--- config.mk ---
export PLATFORM = sky130hd
export DESIGN_NAME = cmos_dvp_tx
export DESIGN_NICKNAME = d
export VERILOG_FILES = /design/src/rtl/cmos_dvp_tx.sv
export SDC_FILE = /design/constraint.sdc
export NUM_CORES = 1
export LEC_CHECK = 0
export CAP_MARGIN = 20
export CORE_MARGIN = 2
export CORE_UTILIZATION = 25
export DETAILED_ROUTE_END_ITERATION = 10
export DONT_BUFFER_PORTS = 1
export PLACE_DENSITY = 0.46
export SKIP_CTS_REPAIR_TIMING = 1
export SYNTH_ARGS = -nofsm -noshare
export SYNTH_HDL_FRONTEND = slang
export SYNTH_SLANG_ARGS = --single-unit
--- constraint.sdc ---
create_clock -name clk -period 1.9 [get_ports clk]
set_input_delay 0.475 -clock clk [delete_from_list [all_inputs] [get_ports clk]]
set_output_delay 0.475 -clock clk [all_outputs]
set_load 0.05 [all_outputs]
--- src/rtl/cmos_dvp_tx.sv ---
`default_nettype none
// ============================================================================
// Module   : cmos_dvp_tx
// Purpose  : DVP-style camera transmitter. Serialises an RGB565 valid/ready
//            pixel stream into the byte-wide vsync/href/data interface, two
//            bytes per pixel with the high byte first. It frames lines and
//            blanking with vsync/href. It serves as an on-chip sensor model
//            and as a DVP output stage for pattern sources.
// Revision : 1.0 - initial release
// ----------------------------------------------------------------------------
// Ports
//   clk         in   1   pixel/byte clock, rising edge
//   rst         in   1   asynchronous reset, active high
//   enable      in   1   permits a new frame to start (sampled in IDLE only)
//   s_valid     in   1   input pixel valid
//   s_ready     out  1   input pixel accepted when s_valid & s_ready
//   s_sof       in   1   first pixel of a frame, qualified by s_valid
//   s_data      in  16   RGB565 pixel
//   cmos_vsync  out  1   frame valid
//   cmos_href   out  1   line valid
//   cmos_data   out  8   pixel[15:8] then pixel[7:0]; 0 while href is low
//   frame_done  out  1   single-cycle pulse on the cycle vsync falls
//   underflow   out  1   sticky starved-slot flag, cleared at frame start
// ============================================================================
module cmos_dvp_tx #(
    parameter int IMG_WIDTH  = 1280,
    parameter int IMG_HEIGHT = 720,
    parameter int H_BLANK    = 10,
    parameter int V_FRONT    = 5,
    parameter int V_BACK     = 5,
    parameter int FRAME_GAP  = 10
) (
    input  logic        clk,
    input  logic        rst,
    input  logic        enable,
    input  logic        s_valid,
    output logic        s_ready,
    input  logic        s_sof,
    input  logic [15:0] s_data,
    output logic        cmos_vsync,
    output logic        cmos_href,
    output logic [7:0]  cmos_data,
    output logic        frame_done,
    output logic        underflow
);

    // ------------------------------------------------------------------------
    // Counter widths and terminal values
    // ------------------------------------------------------------------------
    localparam int c_COL_W = $clog2(2 * IMG_WIDTH);
    localparam int c_ROW_W = (IMG_HEIGHT > 1) ? $clog2(IMG_HEIGHT) : 1;

    // One shared blanking counter covers every non-LINE timed state, so it
    // is sized for the longest of them (VBACK runs V_BACK+1 cycles).
    localparam int c_M1      = (H_BLANK > V_FRONT) ? H_BLANK : V_FRONT;
    localparam int c_M2      = ((V_BACK + 1) > FRAME_GAP) ? (V_BACK + 1) : FRAME_GAP;
    localparam int c_CNT_MAX = (c_M1 > c_M2) ? c_M1 : c_M2;
    localparam int c_CNT_W   = $clog2(c_CNT_MAX + 1);

    localparam logic [c_COL_W-1:0] c_COL_LAST = c_COL_W'(2 * IMG_WIDTH - 1);
    localparam logic [c_ROW_W-1:0] c_ROW_LAST = c_ROW_W'(IMG_HEIGHT - 1);

    // vsync rises on entry to VFRONT, and href trails the first LINE cycle
    // by one register stage. VFRONT therefore occupies V_FRONT-1 cycles,
    // and it is skipped entirely when V_FRONT is 1.
    localparam logic [c_CNT_W-1:0] c_VF_LAST  = c_CNT_W'((V_FRONT > 1) ? (V_FRONT - 2) : 0);
    localparam logic [c_CNT_W-1:0] c_HB_LAST  = c_CNT_W'(H_BLANK - 1);
    // VBACK covers the cycle that drives the last byte plus V_BACK cycles
    // of vsync after href has fallen.
    localparam logic [c_CNT_W-1:0] c_VB_LAST  = c_CNT_W'(V_BACK);
    localparam logic [c_CNT_W-1:0] c_GAP_LAST = c_CNT_W'(FRAME_GAP - 1);
    localparam logic [c_CNT_W-1:0] c_CNT_ONE  = c_CNT_W'(1);
    localparam logic [c_COL_W-1:0] c_COL_ONE  = c_COL_W'(1);
    localparam logic [c_ROW_W-1:0] c_ROW_ONE  = c_ROW_W'(1);

    // ------------------------------------------------------------------------
    // State encoding
    // ------------------------------------------------------------------------
    localparam logic [2:0] c_ST_IDLE   = 3'd0;
    localparam logic [2:0] c_ST_VFRONT = 3'd1;
    localparam logic [2:0] c_ST_LINE   = 3'd2;
    localparam logic [2:0] c_ST_HBLANK = 3'd3;
    localparam logic [2:0] c_ST_VBACK  = 3'd4;
    localparam logic [2:0] c_ST_GAP    = 3'd5;

    logic [2:0]         r_state;
    logic [c_COL_W-1:0] r_col;
    logic [c_ROW_W-1:0] r_row;
    logic [c_CNT_W-1:0] r_cnt;
    logic [7:0]         r_lo;
    logic               r_vsync;
    logic               r_href;
    logic [7:0]         r_data;
    logic               r_frame_done;
    logic               r_underflow;
    logic               w_ready;
    logic               w_start;
    logic               w_phase;

    // Column LSB is the byte phase: 0 fetches a pixel, 1 replays its low byte.
    assign w_phase = r_col[0];
    assign w_start = enable & s_valid & s_sof;

    // ------------------------------------------------------------------------
    // Ready generation. This is the only combinational output: the
    // handshake must respond in the same cycle. In IDLE, non-sof pixels
    // are drained so that a misaligned source falls back onto a frame
    // boundary. The sof pixel itself is held for the first LINE slot.
    // ------------------------------------------------------------------------
    always_comb begin
        w_ready = 1'b0;
        case (r_state)
            c_ST_IDLE: w_ready = s_valid & ~s_sof;
            c_ST_LINE: w_ready = ~w_phase;
            default:   w_ready = 1'b0;
        endcase
    end

    assign s_ready = w_ready;

    // ------------------------------------------------------------------------
    // Frame sequencer and output registers
    // ------------------------------------------------------------------------
    always_ff @(posedge clk or posedge rst) begin
        if (rst) begin
            r_state      <= c_ST_IDLE;
            r_col        <= '0;
            r_row        <= '0;
            r_cnt        <= '0;
            r_lo         <= 8'h00;
            r_vsync      <= 1'b0;
            r_href       <= 1'b0;
            r_data       <= 8'h00;
            r_frame_done <= 1'b0;
            r_underflow  <= 1'b0;
        end else begin
            // href/data default low; only LINE cycles drive a byte.
            r_href       <= 1'b0;
            r_data       <= 8'h00;
            r_frame_done <= 1'b0;

            case (r_state)
                c_ST_IDLE: begin
                    if (w_start) begin
                        r_vsync     <= 1'b1;
                        r_underflow <= 1'b0;
                        r_cnt       <= '0;
                        r_col       <= '0;
                        r_row       <= '0;
                        r_state     <= (V_FRONT > 1) ? c_ST_VFRONT : c_ST_LINE;
                    end
                end

                c_ST_VFRONT: begin
                    if (r_cnt == c_VF_LAST) begin
                        r_cnt   <= '0;
                        r_state <= c_ST_LINE;
                    end else begin
                        r_cnt <= r_cnt + c_CNT_ONE;
                    end
                end

                c_ST_LINE: begin
                    r_href <= 1'b1;
                    if (!w_phase) begin
                        if (s_valid) begin
                            r_data <= s_data[15:8];
                            r_lo   <= s_data[7:0];
                        end else begin
                            // Starved slot: emit a zero pixel and keep the
                            // line length fixed rather than stretching it.
                            r_data      <= 8'h00;
                            r_lo        <= 8'h00;
                            r_underflow <= 1'b1;
                        end
                    end else begin
                        r_data <= r_lo;
                    end

                    if (r_col == c_COL_LAST) begin
                        r_col <= '0;
                        r_cnt <= '0;
                        if (r_row == c_ROW_LAST) begin
                            r_row   <= '0;
                            r_state <= c_ST_VBACK;
                        end else begin
                            r_row   <= r_row + c_ROW_ONE;
                            r_state <= c_ST_HBLANK;
                        end
                    end else begin
                        r_col <= r_col + c_COL_ONE;
                    end
                end

                c_ST_HBLANK: begin
                    if (r_cnt == c_HB_LAST) begin
                        r_cnt   <= '0;
                        r_state <= c_ST_LINE;
                    end else begin
                        r_cnt <= r_cnt + c_CNT_ONE;
                    end
                end

                c_ST_VBACK: begin
                    if (r_cnt == c_VB_LAST) begin
                        r_cnt        <= '0;
                        r_vsync      <= 1'b0;
                        r_frame_done <= 1'b1;
                        r_state      <= c_ST_GAP;
                    end else begin
                        r_cnt <= r_cnt + c_CNT_ONE;
                    end
                end

                c_ST_GAP: begin
                    if (r_cnt == c_GAP_LAST) begin
                        r_cnt   <= '0;
                        r_state <= c_ST_IDLE;
                    end else begin
                        r_cnt <= r_cnt + c_CNT_ONE;
                    end
                end

                default: begin
                    r_state <= c_ST_IDLE;
                    r_vsync <= 1'b0;
                    r_cnt   <= '0;
                end
            endcase
        end
    end

    assign cmos_vsync = r_vsync;
    assign cmos_href  = r_href;
    assign cmos_data  = r_data;
    assign frame_done = r_frame_done;
    assign underflow  = r_underflow;

endmodule
`default_nettype wire

==> results.json, run 1 <==
{
  "status": "finished, final reports clean",
  "die_w_um": 104,
  "crit_start": "r_col[0]",
  "seqPwrFrac": 0.475,
  "crit_path_start_kind": "flip-flop",
  "clk_latency_ns": 0.30,
  "worst_path_max_delay_cell": "dfrtp_1",
  "fin_nets": 302,
  "multiInputGateArea_um2": 1250,
  "finalCritPeriodShare": 0.979,
  "grt.overflow.total": 0,
  "drive_above_1_share": 0.241,
  "met3_usage": 0.0213,
  "p_sw_mw": 1.69,
  "clockBufferDepth": 2,
  "drcViolationCount": 0,
  "synthCells": 250,
  "vias": 1970,
  "clkTransAtPathRegs_ns": 0.10,
  "async_reset_ff_frac": 1.00,
  "synth_fa_ha_area_frac": 0.0200,
  "synth-xor-area-share": 0.0105,
  "pwr-share-comb": 0.365,
  "synth_top_area_cell": "dfrtp_1",
  "core_area_um2": 9730,
  "diodes": 0,
  "clock-root-buffer": "clkbuf_8",
  "yosys_warnings": 0,
  "rrSetupSlack_ns": 0.07,
  "area_growth_pct": 22.0,
  "die_y_um": 104,
  "arrival_ns": 1.38,
  "met2_usage": 0.161,
  "power_density_nw_per_um2": 1310,
  "worstPathMaxFanout": 12,
  "min_period_ns": 1.86,
  "stdcell_count": 411,
  "syn-num-nets": 275,
  "cp.required_ns": 1.42,
  "worstSetupPathType": "reg -> out",
  "syn-mean-instance-area_um2": 9.99,
  "timing.fmax_mhz": 538,
  "gp_congestion": 0.758,
  "dp_hpwl_mm": 4.13,
  "synthSimpleGateAreaFrac": 0.220,
  "drt_wl_total_mm": 5.83,
  "cts_sinks": 49,
  "cts_buffers": 5,
  "drt_iter0_drc": 80,
  "cap_violations": 0,
  "seq_area_frac_synth": 0.491,
  "busiest_layer": "met2",
  "p_clk_frac": 0.159,
  "slowest_delay_ns": 0.39,
  "end_kind": "output pin",
  "pin_count": 34,
  "synth_mux_area_frac": 0.00901,
  "grt_use_met1": 0.159,
  "synth_top_family_by_area": "simple AND/OR/NAND/NOR gates",
  "peakVddDrop_mv": 0.486,
  "placed_cell_area_um2": 2860,
  "reg2reg_to": "r_row[3]",
  "synth_cell_type_count": 54,
  "synth_seq_cells": 49,
  "wl_per_cell_um": 14.2,
  "tightest_slew_ns": 0.500,
  "synth_edf_count": 0,
  "track_usage": 0.107,
  "hold_viol": 0,
  "antenna_found_initial": 0,
  "dieArea_um2": 10800,
  "synth_compound_area_frac": 0.207,
  "syn_area_um2": 2500,
  "first_pass_iters": 6,
  "netlist_top_cells_area": "dfrtp_1 49%, nand2_1 4.4%, a22o_1 3.2%",
  "regArea_um2": 1230,
  "fillCellCount": 1040,
  "rsz0062_at_grt": "true",
  "cts_tree": "done",
  "p_int_mw": 2.31,
  "htree_levels": 2,
  "synth_most_common_cell": "dfrtp_1",
  "hold_path.class": "in -> async",
  "grt_max_degree": 22,
  "post-synth-top-area-fraction": 0.491,
  "fin_area_um2": 3050,
  "rows": 36,
  "ant_nets": 0,
  "io_buffer_count": 0,
  "viasPerCell": 4.79,
  "total_leakage_power_nw": 1.39,
  "grt_pass1_vias": 1933,
  "drv_slew": 0,
  "path_cells": "buf_4 -> inv_4 -> a21oi_1 -> nor3_4 -> buf_12",
  "setup_violations": 0,
  "crit_path_end": "s_ready",
  "synth-main-ff-cell": "dfrtp_1",
  "r2r_cells": 5,
  "start_util": 0.257,
  "clock_skew_ns": 0.00719,
  "relSlewSlack": 0.667,
  "p_sw_frac": 0.422,
  "r2r_start": "r_state[1]",
  "grt_pass1_wl_mm": 9.65,
  "dp.cells": 401,
  "synth_common_cells": "49 x dfrtp_1, 29 x nand2_1, 21 x nor2_1"
}
[final cells by class]
| class | count | area share |
|---|---|---|
| Multi-Input combinational cell | 178 | 0.411 |
| Clock inverter | 3 | 0.00739 |
| Tap cell | 133 | 0.0546 |
| Clock buffer | 5 | 0.0226 |
| Inverter | 9 | 0.0135 |
| Sequential cell | 49 | 0.403 |
| Timing Repair Buffer | 34 | 0.0883 |
[registers in the layout, summed over array words and instances (netlist names)]
name	count
cmos_vsync	1
r_state	3
frame_done	1
r_row	10
underflow	1
r_lo	8
r_col	12
cmos_data	8
r_cnt	4
cmos_href	1
[power by group through the flow]
stage | combinational [mW] | sequential (mW) | clock, mW
after floorplan | 0.894 | 1.88 | 0
after global placement | 1.37 | 1.91 | 0
after detailed placement | 1.37 | 1.92 | 0
after CTS | 1.38 | 1.90 | 0.663
after global routing | 1.65 | 1.94 | 0.702
final | 1.46 | 1.90 | 0.638
[stage by stage]
stage / setup TNS [ns] / utilization / hold WS [ns] / setup WS (ns) / total power [mW]
global placement: 0 / 0.294 / 0.403 / 0.0174 / 3.29
floorplan: 0 / - / 0.450 / 0.0360 / 2.77
detailed placement: -0.0235 / 0.294 / 0.406 / -0.0235 / 3.29
CTS: -0.188 / 0.303 / 0.0720 / -0.138 / 3.94
finish: 0 / 0.313 / 0.0487 / 0.0404 / 4.00
global route: -0.0565 / 0.313 / 0.0771 / -0.0435 / 4.30
[worst max-delay path: cells and delay by family, from the launching register on]
family	cells	cell delay [ns]
and+or+nand+nor	1	0.16
AOI/OAI and AO/OA	1	0.10
DFF	1	0.39
buffers and inverters	3	0.43
[placed cells by master, fill, tap and decap left out, types with 2 or more instances in the layout]
cell / netlist / final
inv_1: 8 / 6
a221o_1: 5 / 5
nand2b_1: 3 / 3
clkbuf_8: 0 / 5
nand4b_1: 2 / 2
nand3_1: 8 / 8
o22ai_1: 2 / 2
xnor2_1: 3 / 3
and3_1: 9 / 9
o21ai_0: 15 / 15
nand2_1: 29 / 29
a22oi_1: 7 / 7
nor4b_2: 0 / 2
and4b_1: 3 / 3
nor2_1: 21 / 21
mux2_2: 2 / 2
ha_1: 4 / 4
a31oi_4: 1 / 2
and4_1: 4 / 3
o31ai_1: 2 / 2
nor3_1: 3 / 2
a31oi_1: 6 / 5
buf_4: 0 / 31
a22o_1: 9 / 9
o21a_1: 2 / 2
dfrtp_1: 49 / 48
nand4_1: 4 / 4
a21oi_1: 7 / 7
clkinv_4: 0 / 2
o41ai_2: 0 / 2
[how the worst min path moves through the flow]
| stage | depth (start not counted) | endpoint | slack [ns] | startpoint |
|---|---|---|---|---|
| after global placement | 1 | r_row[1] | 0.40 | rst |
| after detailed placement | 1 | r_row[3] | 0.41 | rst |
| final | 1 | r_row[3] | 0.05 | rst |
| after global routing | 1 | r_cnt[0] | 0.08 | rst |
| after floorplan | 2 | r_lo[6] | 0.45 | r_lo[6] |
| after CTS | 1 | r_row[3] | 0.07 | rst |
[layer usage]
metal / wire, um / part of all wire
met5: 0 / 0
met4: 25 / 0.0043
met3: 153 / 0.026
met2: 2630 / 0.45
met1: 3020 / 0.52
[logic make-up (layout without fill, tap and decap cells)]
group / after synthesis / after routing
xor+xnor: 3 / 3
mux: 2 / 2
simple gates: 100 / 100
buf+inv: 23 / 51
fa+ha+maj: 4 / 4
flops: 49 / 49
compound gates: 69 / 69
No activity file was read; power rests on OpenSTA's default activity.
==> run 2: changes to the inputs <==
Settings changed: PLACE_DENSITY 0.46 to 0.44.
Clock period 1.9 ns to 2.2 ns, I/O delays scaled along.
==> results.json, run 2 (same netlist as run 1, synthesis figures left out) <==
{
  "ant_nets": 0,
  "p_clk_frac": 0.180,
  "reg_top3": "r_col: 12 flops, r_row: 10 flops",
  "finalCritPeriodShare": 0.924,
  "r2r_start": "r_state[1]",
  "clkTransAtPathRegs_ns": 0.10,
  "power_density_nw_per_um2": 1130,
  "drt_wl_total_mm": 5.67,
  "end_kind": "output pin",
  "final_common_cell": "dfrtp_1",
  "status": "finished, final reports clean",
  "grt.overflow.total": 0,
  "drt_iter0_drc": 57,
  "fin_nets": 283,
  "dp_hpwl_mm": 3.99,
  "die_y_um": 104,
  "clock-root-buffer": "clkbuf_8",
  "relSlewSlack": 0.570,
  "p_sw_frac": 0.436,
  "cts_sinks": 49,
  "drive_above_1_share": 0.135,
  "reg2reg_to": "r_state[0]",
  "setup_violations": 0,
  "rsz0062_at_grt": "false",
  "met3_usage": 0.0238,
  "wl_per_cell_um": 14.5,
  "cp.required_ns": 1.65,
  "top_register": "r_col",
  "peakVddDrop_mv": 0.431,
  "grt_max_degree": 50,
  "grt_pass1_wl_mm": 9.69,
  "cap_violations": 0,
  "arrival_ns": 1.48,
  "rrSetupSlack_ns": 0.19,
  "drv_slew": 0,
  "track_usage": 0.109,
  "p_sw_mw": 1.39,
  "clock_skew_ns": 0.0117,
  "cts_tree": "done",
  "final_cell_mix": "49 x dfrtp_1, 29 x nand2_1, 21 x nor2_1",
  "seqPwrFrac": 0.522,
  "r2r_cells": 5,
  "core_area_um2": 9730,
  "diodes": 0,
  "largest_reg_flops": 12,
  "vias": 1842,
  "grt_pass1_vias": 1815,
  "htree_levels": 2,
  "fillCellCount": 1055,
  "tightest_slew_ns": 0.636,
  "timing.fmax_mhz": 492,
  "dieArea_um2": 10800,
  "layout_setup_ws_ns": 0.168,
  "clockBufferDepth": 2,
  "hold_path.class": "in -> async",
  "p_int_mw": 1.80,
  "met2_usage": 0.165,
  "crit_start": "r_col[0]",
  "rows": 36,
  "cts_buffers": 5,
  "crit_path_start_kind": "flip-flop",
  "viasPerCell": 4.70,
  "total_leakage_power_nw": 1.27,
  "area_growth_pct": 12.7,
  "worstPathMaxFanout": 12,
  "drcViolationCount": 0,
  "worstSetupPathType": "reg -> out",
  "die_w_um": 104,
  "hold_viol": 0,
  "io_buffer_count": 0,
  "first_pass_iters": 5,
  "gp_congestion": 0.700,
  "pwr-share-comb": 0.299,
  "antenna_found_initial": 0,
  "clk_latency_ns": 0.32,
  "pin_count": 34,
  "grt_use_met1": 0.157,
  "place_worst_setup_slack_ns": 0.162,
  "start_util": 0.257,
  "tns_ns": 0,
  "busiest_layer": "met2",
  "min_period_ns": 2.03
}
## run 2: cell types whose count changed in the layout (fill, tap and decap cells not counted), moves of 2 or more
cell	delta
nor4b_2	-2
o41ai_2	-2
buf_4	-16
clkinv_4	-2
o41ai_1	+2
nor4b_1	+2
clkinvlp_4	+2
## run 2: cell type report
class / count / area [um^2] / share of cell area
clock buffers: 5 / 68.8 / 0.0244
clock inverters: 3 / 26.3 / 0.00933
inverters: 9 / 38.8 / 0.0138
multi-input cells: 178 / 1180 / 0.418
flip-flops and latches: 49 / 1230 / 0.436
well taps: 133 / 166 / 0.0591
repair buffers: 15 / 113 / 0.0400
## run 2: worst max-delay path by stage
stage               cells after the start  slack [ns]    endpoint
floorplan                               4        0.15     s_ready
global placement                        5        0.18  r_state[0]
detailed placement                      4        0.16    r_row[5]
CTS                                     5        0.12     s_ready
global route                            5       0.009  r_state[0]
finish                                  5        0.17     s_ready
## run 2: per-layer routing
| metal | wire (um) | vias up |
|---|---|---|
| li1 | - | 939 |
| met1 | 2940 | 873 |
| met2 | 2530 | 23 |
| met3 | 139 | 7 |
| met4 | 58 | 0 |
| met5 | 0 | - |
## run 2: worst max-delay path, stage by stage, from the launching register on
cell and delay, ns:
dfrtp_1 0.39, buf_4 0.17, inv_1 0.16, a21oi_1 0.12
nor3_4 0.11, buf_4 0.21
## run 2: power groups by stage
stage	clock network (mW)	registers, mW	logic [mW]
detailed placement	0	1.69	0.970
CTS	0.600	1.67	0.974
finish	0.574	1.67	0.954
global route	0.639	1.71	1.10
global placement	0	1.68	0.954
floorplan	0	1.62	0.769
## run 2: per-stage QoR
step | total power, mW | utilization | hold slack [ns] | cell area (um^2) | instances
3_3_place_gp | 2.64 | 0.280 | 0.473 | 2720 | 384
5_1_grt | 3.45 | 0.289 | 0.340 | 2820 | 392
3_5_place_dp | 2.66 | 0.280 | 0.478 | 2720 | 384
4_1_cts | 3.24 | 0.289 | 0.309 | 2820 | 392
6_report | 3.19 | 0.289 | 0.284 | 2820 | 392
2_1_floorplan | 2.39 | - | 0.450 | 2510 | 250
